[src/rtl/normalize_round_pack_float64_if.sv]
// rtl/normalize_round_pack_float64_if.sv - start/done handshake, operands and packed result of the float64 packer
// ap_flags exists only when NORMALIZE_ROUND_PACK_FLOAT64_FLAGS_EN is defined.
interface normalize_round_pack_float64_if;
    logic        ap_start;
    logic        ap_done;
    logic        ap_idle;
    logic        ap_ready;
    logic        zSign;
    logic [15:0] zExp;
    logic [63:0] zSig;
    logic [63:0] ap_return;
`ifdef NORMALIZE_ROUND_PACK_FLOAT64_FLAGS_EN
    logic [2:0]  ap_flags;
`endif

    modport master (
        output ap_start,
        output zSign,
        output zExp,
        output zSig,
        input  ap_done,
        input  ap_idle,
        input  ap_ready,
`ifdef NORMALIZE_ROUND_PACK_FLOAT64_FLAGS_EN
        input  ap_flags,
`endif
        input  ap_return
    );

    modport slave (
        input  ap_start,
        input  zSign,
        input  zExp,
        input  zSig,
        output ap_done,
        output ap_idle,
        output ap_ready,
`ifdef NORMALIZE_ROUND_PACK_FLOAT64_FLAGS_EN
        output ap_flags,
`endif
        output ap_return
    );
endinterface

[src/rtl/normalize_round_pack_float64.sv]
// rtl/normalize_round_pack_float64.sv - normalize, round-to-nearest-even and pack an IEEE-754 double
// Optional {overflow, underflow, inexact} flags under NORMALIZE_ROUND_PACK_FLOAT64_FLAGS_EN.
module normalize_round_pack_float64 (
    input  logic ap_clk,
    input  logic ap_rst_n,
    normalize_round_pack_float64_if.slave bus
);

    typedef enum logic [1:0] {IDLE, NORM, ROUND, PACK} state_t;

    state_t      state;
    logic        sign_q;
    logic [15:0] exp_q;
    logic [63:0] sig_q;
    logic [63:0] ret_q;
    logic        done_q;

    logic        rnd_msb;
    logic        ovf;
    logic        exp_neg;
    logic [15:0] sh_amt;
    logic [63:0] lost_mask;
    logic [63:0] jam_sig;
    logic [9:0]  rb;
    logic [63:0] sum2;
    logic [63:0] mant;
    logic [15:0] exp_f;
    logic [63:0] exp_term;
    logic [63:0] packed_val;

    // Bit 63 of (sig_q + 0x200) without building the unused low sum bits.
    assign rnd_msb = sig_q[63] ^ (&sig_q[62:9]);
    assign ovf     = ($signed(exp_q) > 16'sh07FD) || ((exp_q == 16'h07FD) && rnd_msb);
    assign exp_neg = exp_q[15];
    assign sh_amt  = 16'd0 - exp_q;

    always_comb begin
        jam_sig   = sig_q;
        lost_mask = '0;
        if (exp_neg) begin
            if (sh_amt >= 16'd64) begin
                jam_sig = {63'b0, |sig_q};
            end else begin
                lost_mask = ~(64'hFFFF_FFFF_FFFF_FFFF << sh_amt[5:0]);
                jam_sig   = (sig_q >> sh_amt[5:0]) | {63'b0, |(sig_q & lost_mask)};
            end
        end
    end

    always_comb begin
        rb    = jam_sig[9:0];
        sum2  = jam_sig + 64'h200;
        mant  = sum2 >> 10;
        // Exact tie: round to even.
        if (rb == 10'h200) begin
            mant[0] = 1'b0;
        end
        exp_f = exp_neg ? 16'd0 : exp_q;
        if (mant == 64'd0) begin
            exp_f = 16'd0;
        end
        exp_term   = {48'b0, exp_f} << 52;
        packed_val = {sign_q, 63'b0} + exp_term + mant;
    end

`ifdef NORMALIZE_ROUND_PACK_FLOAT64_FLAGS_EN
    logic       tiny;
    logic [2:0] flags_q;
    logic [2:0] flags_d;

    assign tiny    = exp_neg && (($signed(exp_q) < -16'sd1) || !rnd_msb);
    assign flags_d = ovf ? 3'b101 : {1'b0, tiny && (rb != 10'd0), rb != 10'd0};

    always_ff @(posedge ap_clk or negedge ap_rst_n) begin
        if (!ap_rst_n) begin
            flags_q <= 3'b000;
        end else if (state == ROUND) begin
            flags_q <= flags_d;
        end
    end

    assign bus.ap_flags = flags_q;
`endif

    always_ff @(posedge ap_clk or negedge ap_rst_n) begin
        if (!ap_rst_n) begin
            state  <= IDLE;
            sign_q <= 1'b0;
            exp_q  <= 16'd0;
            sig_q  <= 64'd0;
            ret_q  <= 64'd0;
            done_q <= 1'b0;
        end else begin
            case (state)
                IDLE: begin
                    done_q <= 1'b0;
                    if (bus.ap_start) begin
                        sign_q <= bus.zSign;
                        exp_q  <= bus.zExp;
                        sig_q  <= bus.zSig;
                        state  <= NORM;
                    end
                end
                NORM: begin
                    if ((sig_q == 64'd0) || (sig_q[63:62] == 2'b01)) begin
                        state <= ROUND;
                    end else if (sig_q[63]) begin
                        sig_q <= {1'b0, sig_q[63:2], sig_q[1] | sig_q[0]};
                        exp_q <= exp_q + 16'd1;
                        state <= ROUND;
                    end else begin
                        sig_q <= {sig_q[62:0], 1'b0};
                        exp_q <= exp_q - 16'd1;
                    end
                end
                ROUND: begin
                    ret_q  <= ovf ? {sign_q, 11'h7FF, 52'b0} : packed_val;
                    done_q <= 1'b1;
                    state  <= PACK;
                end
                PACK: begin
                    done_q <= 1'b0;
                    state  <= IDLE;
                end
                default: begin
                    done_q <= 1'b0;
                    state  <= IDLE;
                end
            endcase
        end
    end

    assign bus.ap_done   = done_q;
    assign bus.ap_ready  = done_q;
    assign bus.ap_return = ret_q;
    assign bus.ap_idle   = (state == IDLE) && !bus.ap_start;

endmodule
[src/flat_wrapper.sv]
// flat-port wrapper written by rule: the top's interface ports become plain ports
module normalize_round_pack_float64_flat 
  (ap_clk, ap_rst_n, bus_ap_start, bus_zSign, bus_zExp, bus_zSig, bus_ap_done, bus_ap_idle, bus_ap_ready, bus_ap_return);
  normalize_round_pack_float64_if bus_i ();
  input  logic ap_clk;
  input  logic ap_rst_n;
  input wire logic [$bits(bus_i.ap_start)-1:0] bus_ap_start;
  input wire logic [$bits(bus_i.zSign)-1:0] bus_zSign;
  input wire logic [$bits(bus_i.zExp)-1:0] bus_zExp;
  input wire logic [$bits(bus_i.zSig)-1:0] bus_zSig;
  output wire logic [$bits(bus_i.ap_done)-1:0] bus_ap_done;
  output wire logic [$bits(bus_i.ap_idle)-1:0] bus_ap_idle;
  output wire logic [$bits(bus_i.ap_ready)-1:0] bus_ap_ready;
  output wire logic [$bits(bus_i.ap_return)-1:0] bus_ap_return;
  assign bus_i.ap_start = bus_ap_start;
  assign bus_i.zSign = bus_zSign;
  assign bus_i.zExp = bus_zExp;
  assign bus_i.zSig = bus_zSig;
  assign bus_ap_done = bus_i.ap_done;
  assign bus_ap_idle = bus_i.ap_idle;
  assign bus_ap_ready = bus_i.ap_ready;
  assign bus_ap_return = bus_i.ap_return;
  normalize_round_pack_float64 u_core (.ap_clk(ap_clk), .ap_rst_n(ap_rst_n), .bus(bus_i));
endmodule
[config.mk]
export PLATFORM = sky130hd
export DESIGN_NAME = normalize_round_pack_float64_flat
export DESIGN_NICKNAME = d
export VERILOG_FILES = /design/src/rtl/normalize_round_pack_float64_if.sv /design/src/rtl/normalize_round_pack_float64.sv /design/src/flat_wrapper.sv
export SDC_FILE = /design/constraint.sdc
export NUM_CORES = 1
export LEC_CHECK = 0
export BUFFER_PORTS_ARGS = -buffer_cell sky130_fd_sc_hd__buf_2
export CORE_ASPECT_RATIO = 1.25
export CORE_MARGIN = 2
export CORE_UTILIZATION = 62
export CTS_CLUSTER_DIAMETER = 150
export DETAILED_ROUTE_END_ITERATION = 16
export GPL_TIMING_DRIVEN = 1
export PLACE_DENSITY = 0.93
export SLEW_MARGIN = 20
export SYNTH_ARGS = -nofsm -noshare
export SYNTH_HDL_FRONTEND = slang
export SYNTH_SLANG_ARGS = --single-unit
[constraint.sdc]
create_clock -name ap_clk -period 9 [get_ports ap_clk]
set_input_delay 0.45 -clock ap_clk [delete_from_list [all_inputs] [get_ports ap_clk]]
set_output_delay 0.45 -clock ap_clk [all_outputs]
set_load 0.01 [all_outputs]
==> qor.txt, run 1 <==
Die Width: 152 um
Maximum fanout along the worst path: 71
Die height: 189 um
Worst slew pin tran: 1.02 ns
Clock sinks: 148
Clock latency on the worst-skew pair: 0.46 ns
Starting Density: 63.2%
WL/cell: 29.1 um
Post-synth EDFFs: 0
Crit-path max cell delay: 0.71 ns
First-pass GRT wire length: 109000 um
Crit path kind: reg2reg
Layout area overhead: 8.77%
WP data required: 9.30 ns
Vias in the first global route: 17.8k
Post-CTS Resized: 0
H-tree levels: 4
Status: finished, final reports clean
Post-synthesis sequential area ratio: 21.8%
Final setup vio count: 0
Synth cell types: 111
Final RePlAce weighted congestion: 1.17
Placement Cell Area: 17900 um2
FF+latch count, synth: 148
CTS tree: done
ANT cells: 0
First drt pass iteration count: 7
FMAX: 117 MHz
Reg clk slew, reported paths: 0.07 ns
Detail Placement HPWL: 52100 um
Layout cells sized above 1: 21.3%
Residual DRC count: 0
Yosys top cell area share: 21.8%
DRT antenna net count: 0
Worst EP arrival: 8.85 ns
RSZ-0062 raised after global routing: no
Tcrit/Tclk final: 95.0%
Top FF cell, synth: dfrtp_1
Pin count of the biggest net entering global routing: 131
Startpoint types: register
CP max stage cell: nor3_1
Core Box Area: 26900 um2
Total GRT Usage: 49.2%
Rows: 67
Cts hold-fix bufs: 0
Vias/cell: 7.52
Syn Inst Count: 2081
Setup TNS: 0 ns
Fin. max-slew vios: 0
Number of DRC markers in iteration 0: 2892
# nets final: 2224
DIE AREA: 28800 um2
Skew final: 0.00914 ns
Final worst path period need: 8.55 ns
CP endpoint kind: register
Clock Tree Buf Depth: 2
Port-buffer cells: 150
Synth warn: 0
Final Util: 68.8%
Asr flop ratio synth: 100%
Initial antenna violation count: 1
Synthesized cell area: 17000 um2
Max_cap viols: 0
Syn Nets: 2195
Via count: 18.6k
Mapped Avg Cell Area: 8.17 um2
TritonCTS buffer count: 17
Ranking of synthesized cells by area: dfrtp_1 22%, mux4_2 8.7%, mux2i_1 7.1%, o21ai_0 5.7%, nand2_1 5.5%
Hold Violations, Final: 0
Num ports: 151
Post-CTS Setup Bufs: 0
Worst hold path type: in2async
Clock root buffer master: clkbuf_16
Slew headroom: 32.3%
Overflow after GRT: 0
Area leader, netlist: dfrtp_1
Final WL: 71900 um
WHS: 0.0394 ns
Design area: 18500 um2
Cell repeated most along the worst path: nand2_1
-- routing by layer --
layer / GRT usage, % / part of all wire (%) / up-vias / routed length (um)
met5: 0 / 0 / - / 0
met2: 73.8 / 43 / 1537 / 30900
met1: 62.0 / 36 / 8735 / 25600
li1: - / - / 7845 / -
met4: 35.0 / 8.9 / 0 / 6430
met3: 12.6 / 12 / 450 / 8990
-- synth_stat cells, types with 33 or more instances --
cell type / n
nor4_1: 34
nand3_1: 39
mux2i_1: 120
nand4_1: 33
mux2_2: 60
nor3_1: 52
inv_1: 104
a21oi_1: 74
o22ai_1: 70
clkbuf_1: 136
nand2_1: 249
xnor2_1: 51
dfrtp_1: 148
nor2_1: 102
mux4_2: 66
o21ai_0: 193
-- final timing paths --
kind,cells past startpoint,end,slack [ns],from
max,29,u_core.bus.ap_return[63]$_DFFE_PN0P_,0.45,u_core.exp_q[0]$_DFFE_PN0P_
min,1,u_core.bus.ap_return[44]$_DFFE_PN0P_,0.04,ap_rst_n
max reg2reg,29,u_core.bus.ap_return[63]$_DFFE_PN0P_,0.45,u_core.exp_q[0]$_DFFE_PN0P_
min reg2reg,2,u_core.bus.ap_return[16]$_DFFE_PN0P_,0.51,u_core.bus.ap_return[16]$_DFFE_PN0P_
max in group asynchronous,2,u_core.exp_q[0]$_DFFE_PN0P_,7.54,ap_rst_n
min in group ap_clk,2,u_core.sign_q$_DFFE_PN0P_,0.22,bus_zSign
-- cell usage in the layout (no fill, tap or decap), types with 8 or more instances in the layout --
cell type and instances:
and2_1 9, nand4_1 33, nand3_1 39, o2bb2ai_1 10, a221oi_1 15, ha_1 24
o211ai_1 29, xor2_1 20, xnor2_1 50, o21bai_1 13, or4_1 9, dfrtp_1 145
and4_1 8, nor3_1 52, a211oi_1 16, mux2_2 60, a31oi_1 27, a2111oi_0 8
inv_1 103, a22oi_1 13, a21oi_1 74, o2111ai_1 8, clkbuf_16 17, o31ai_1 11
o22ai_1 70, nor2b_1 18, o21ai_0 192, nor4_1 34, and3_1 15, buf_4 66
nor2_1 101, or3_1 8, o32ai_1 12, o21a_1 11, mux4_2 66, a22o_1 8
mux2i_1 120, nand2_1 248, buf_2 149
-- cells by family after synthesis --
logic type      count (synthesis)  synth area share [%]
flops                         148                  21.8
xor+xnor                       72                  3.71
mux                           249                  20.0
compound gates                612                  23.9
simple gates                  652                  20.2
buf+inv                       318                  8.14
fa+ha+maj                      30                  2.29
-- layout make-up --
type / count / area, um2
Inverter: 107 / 402
Fill cell: 2146 / 8410
Tap cell: 345 / 432
Clock buffer: 17 / 425
Sequential cell: 148 / 3710
Multi-Input combinational cell: 1615 / 12000
Timing Repair Buffer: 221 / 1340
Clock inverter: 15 / 186
-- critical path, delay by kind of cell, from the launching register on --
family,cells,cell delay [ns]
AO/OA/AOI/OAI,6,1.25
flip-flops,1,0.54
adder cells (fa/ha/maj),3,0.92
XOR/XNOR,3,0.64
AND/OR/NAND/NOR,13,4.30
buffers and inverters,4,0.70
-- flip-flops by register name, summed over array words and instances (netlist names) --
name                  cells
u_core.bus.ap_return     64
u_core.sig_q             64
u_core.exp_q             16
u_core.state              2
u_core.bus.ap_done        1
u_core.sign_q             1
-- per-stage QoR --
| step | instances | setup slack (ns) |
|---|---|---|
| 2_1_floorplan | 2081 | 1.45 |
| 3_3_place_gp | 2436 | 0.953 |
| 3_5_place_dp | 2436 | 0.949 |
| 4_1_cts | 2468 | 0.769 |
| 5_1_grt | 2468 | 0.112 |
| 6_report | 2468 | 0.449 |
Power of run 1 is left out: the tool's default activity adds up to more than one toggle a clock period on the data nets, which glitch-free logic cannot reach.
==> run 2, diff against run 1 <==
--- a/config.mk
+++ b/config.mk
@@ -10,9 +10,11 @@
 export CORE_MARGIN = 2
 export CORE_UTILIZATION = 62
 export CTS_CLUSTER_DIAMETER = 150
+export CTS_CLUSTER_SIZE = 24
 export DETAILED_ROUTE_END_ITERATION = 16
 export GPL_TIMING_DRIVEN = 1
 export PLACE_DENSITY = 0.93
+export RECOVER_POWER = 50
 export SLEW_MARGIN = 20
 export SYNTH_ARGS = -nofsm -noshare
 export SYNTH_HDL_FRONTEND = slang
==> qor.txt, run 2 (synthesized netlist as in run 1, its figures left out) <==
# nets final: 2224 (unchanged)
Vias/cell: 7.59 (+0.87%)
WL/cell: 29.2 um (+0.34%)
Clock Tree Buf Depth: 2 (unchanged)
Post-route insts no fill: 2468 (unchanged)
TritonCTS buffer count: 17 (unchanged)
Buf/Inv on CP: 4 (unchanged)
Residual DRC count: 0 (unchanged)
Most frequent cells in the layout: 248 x nand2_1, 192 x o21ai_0, 145 x dfrtp_1
Slew headroom: -218% (-250 points)
Clock root buffer master: clkbuf_16
Clock sinks: 148 (unchanged)
Port-buffer cells: 150 (unchanged)
Slack of the worst reg-to-reg path: 0.43 ns (-0.02 ns)
Die Width: 152 um (unchanged)
Core Box Area: 26900 um2 (unchanged)
Crit-path max cell delay: 0.78 ns (+0.07 ns)
Detail Placement HPWL: 52100 um (unchanged)
Post-CTS Setup Bufs: 0 (unchanged)
Placed cells: 2436 (unchanged)
Final setup vio count: 0 (unchanged)
Starting Density: 63.2% (unchanged)
RSZ-0062 raised after global routing: no
WP data required: 9.31 ns (about the same)
Hold Violations, Final: 0 (unchanged)
Worst hold path type: in2reg
Num ports: 151 (unchanged)
Post-CTS Resized: 0 (unchanged)
Final Util: 68.4% (-0.35 points)
H-tree levels: 4 (unchanged)
Worst slew pin tran: 4.76 ns (+3.75 ns)
Final worst path period need: 8.57 ns (+0.0195 ns)
First-pass GRT wire length: 109000 um (unchanged)
Pin count of the biggest net entering global routing: 131 (unchanged)
Maximum fanout along the worst path: 71 (unchanged)
Vias in the first global route: 17.8k (unchanged)
Max_cap viols: 2 (+2)
Initial antenna violation count: 1 (unchanged)
Startpoint types: register
Worst EP arrival: 8.88 ns (+0.03 ns)
Tcrit/Tclk final: 95.2% (+0.22 points)
Layout cells sized above 1: 18.1% (-3.2 points)
FMAX: 117 MHz (-0.23%)
Setup TNS: 0 ns (unchanged)
Reg clk slew, reported paths: 0.08 ns (about the same)
Status: finished, violations left
Layout area overhead: 8.22%
Violated checks: capacitance limit, slew limit
Rows: 67 (unchanged)
First drt pass iteration count: 7 (unchanged)
Clock latency on the worst-skew pair: 0.46 ns (about the same)
CP max stage cell: nor3_1
Crit path kind: reg2reg
Final WL: 72200 um (+0.34%)
CTS tree: done
Cell repeated most along the worst path: nand2_1
CP endpoint kind: register
Number of DRC markers in iteration 0: 2934 (+1.5%)
Via count: 18.7k (+0.87%)
Overflow after GRT: 0 (unchanged)
Total GRT Usage: 49.2% (unchanged)
Cts hold-fix bufs: 0 (unchanged)
DIE AREA: 28800 um2 (unchanged)
Critical path's top delay family: simple AND/OR/NAND/NOR gates
ANT cells: 0 (unchanged)
Skew final: 0.00943 ns (+0.000293 ns)
Leading cell type in the layout, fill and taps excluded: nand2_1
Die height: 189 um (unchanged)
DRT antenna net count: 0 (unchanged)
Fin. max-slew vios: 151 (+151)
Final RePlAce weighted congestion: 1.17 (unchanged)
-- run 2: final timing paths --
path                       cells past startpoint                              endpoint                                  from
setup / recovery                              29  u_core.bus.ap_return[63]$_DFFE_PN0P_           u_core.exp_q[0]$_DFFE_PN0P_
hold / removal                                 2             u_core.sign_q$_DFFE_PN0P_                             bus_zSign
setup reg to reg                              29  u_core.bus.ap_return[63]$_DFFE_PN0P_           u_core.exp_q[0]$_DFFE_PN0P_
hold reg to reg                                1  u_core.bus.ap_return[54]$_DFFE_PN0P_  u_core.bus.ap_return[54]$_DFFE_PN0P_
max in group asynchronous                      2           u_core.exp_q[0]$_DFFE_PN0P_                              ap_rst_n
min in group asynchronous                      1  u_core.bus.ap_return[44]$_DFFE_PN0P_                              ap_rst_n
-- run 2: area by class of cell --
class	instances	area, um2
Fill cell	2198	8500
Clock inverter	15	186
Tap cell	345	432
Timing Repair Buffer	221	1250
Sequential cell	148	3710
Clock buffer	17	425
Inverter	107	402
Multi-Input combinational cell	1615	12000
-- run 2: per-stage QoR --
stage,cell area [um2],setup slack (ns),hold slack [ns]
finish,18400,0.429,0.220
global route,18400,0.112,0.228
detailed placement,17900,0.949,0.476
floorplan,17000,1.45,0.154
global placement,17900,0.953,0.476
CTS,18500,0.769,0.0819
-- run 2: layer usage --
layer | share of wire, % | GRT usage, %
met5 | 0 | 0
met4 | 9.1 | 35.0
met3 | 13 | 12.6
met2 | 43 | 73.8
met1 | 35 | 62.0
Power of run 2 is left out for the same reason.
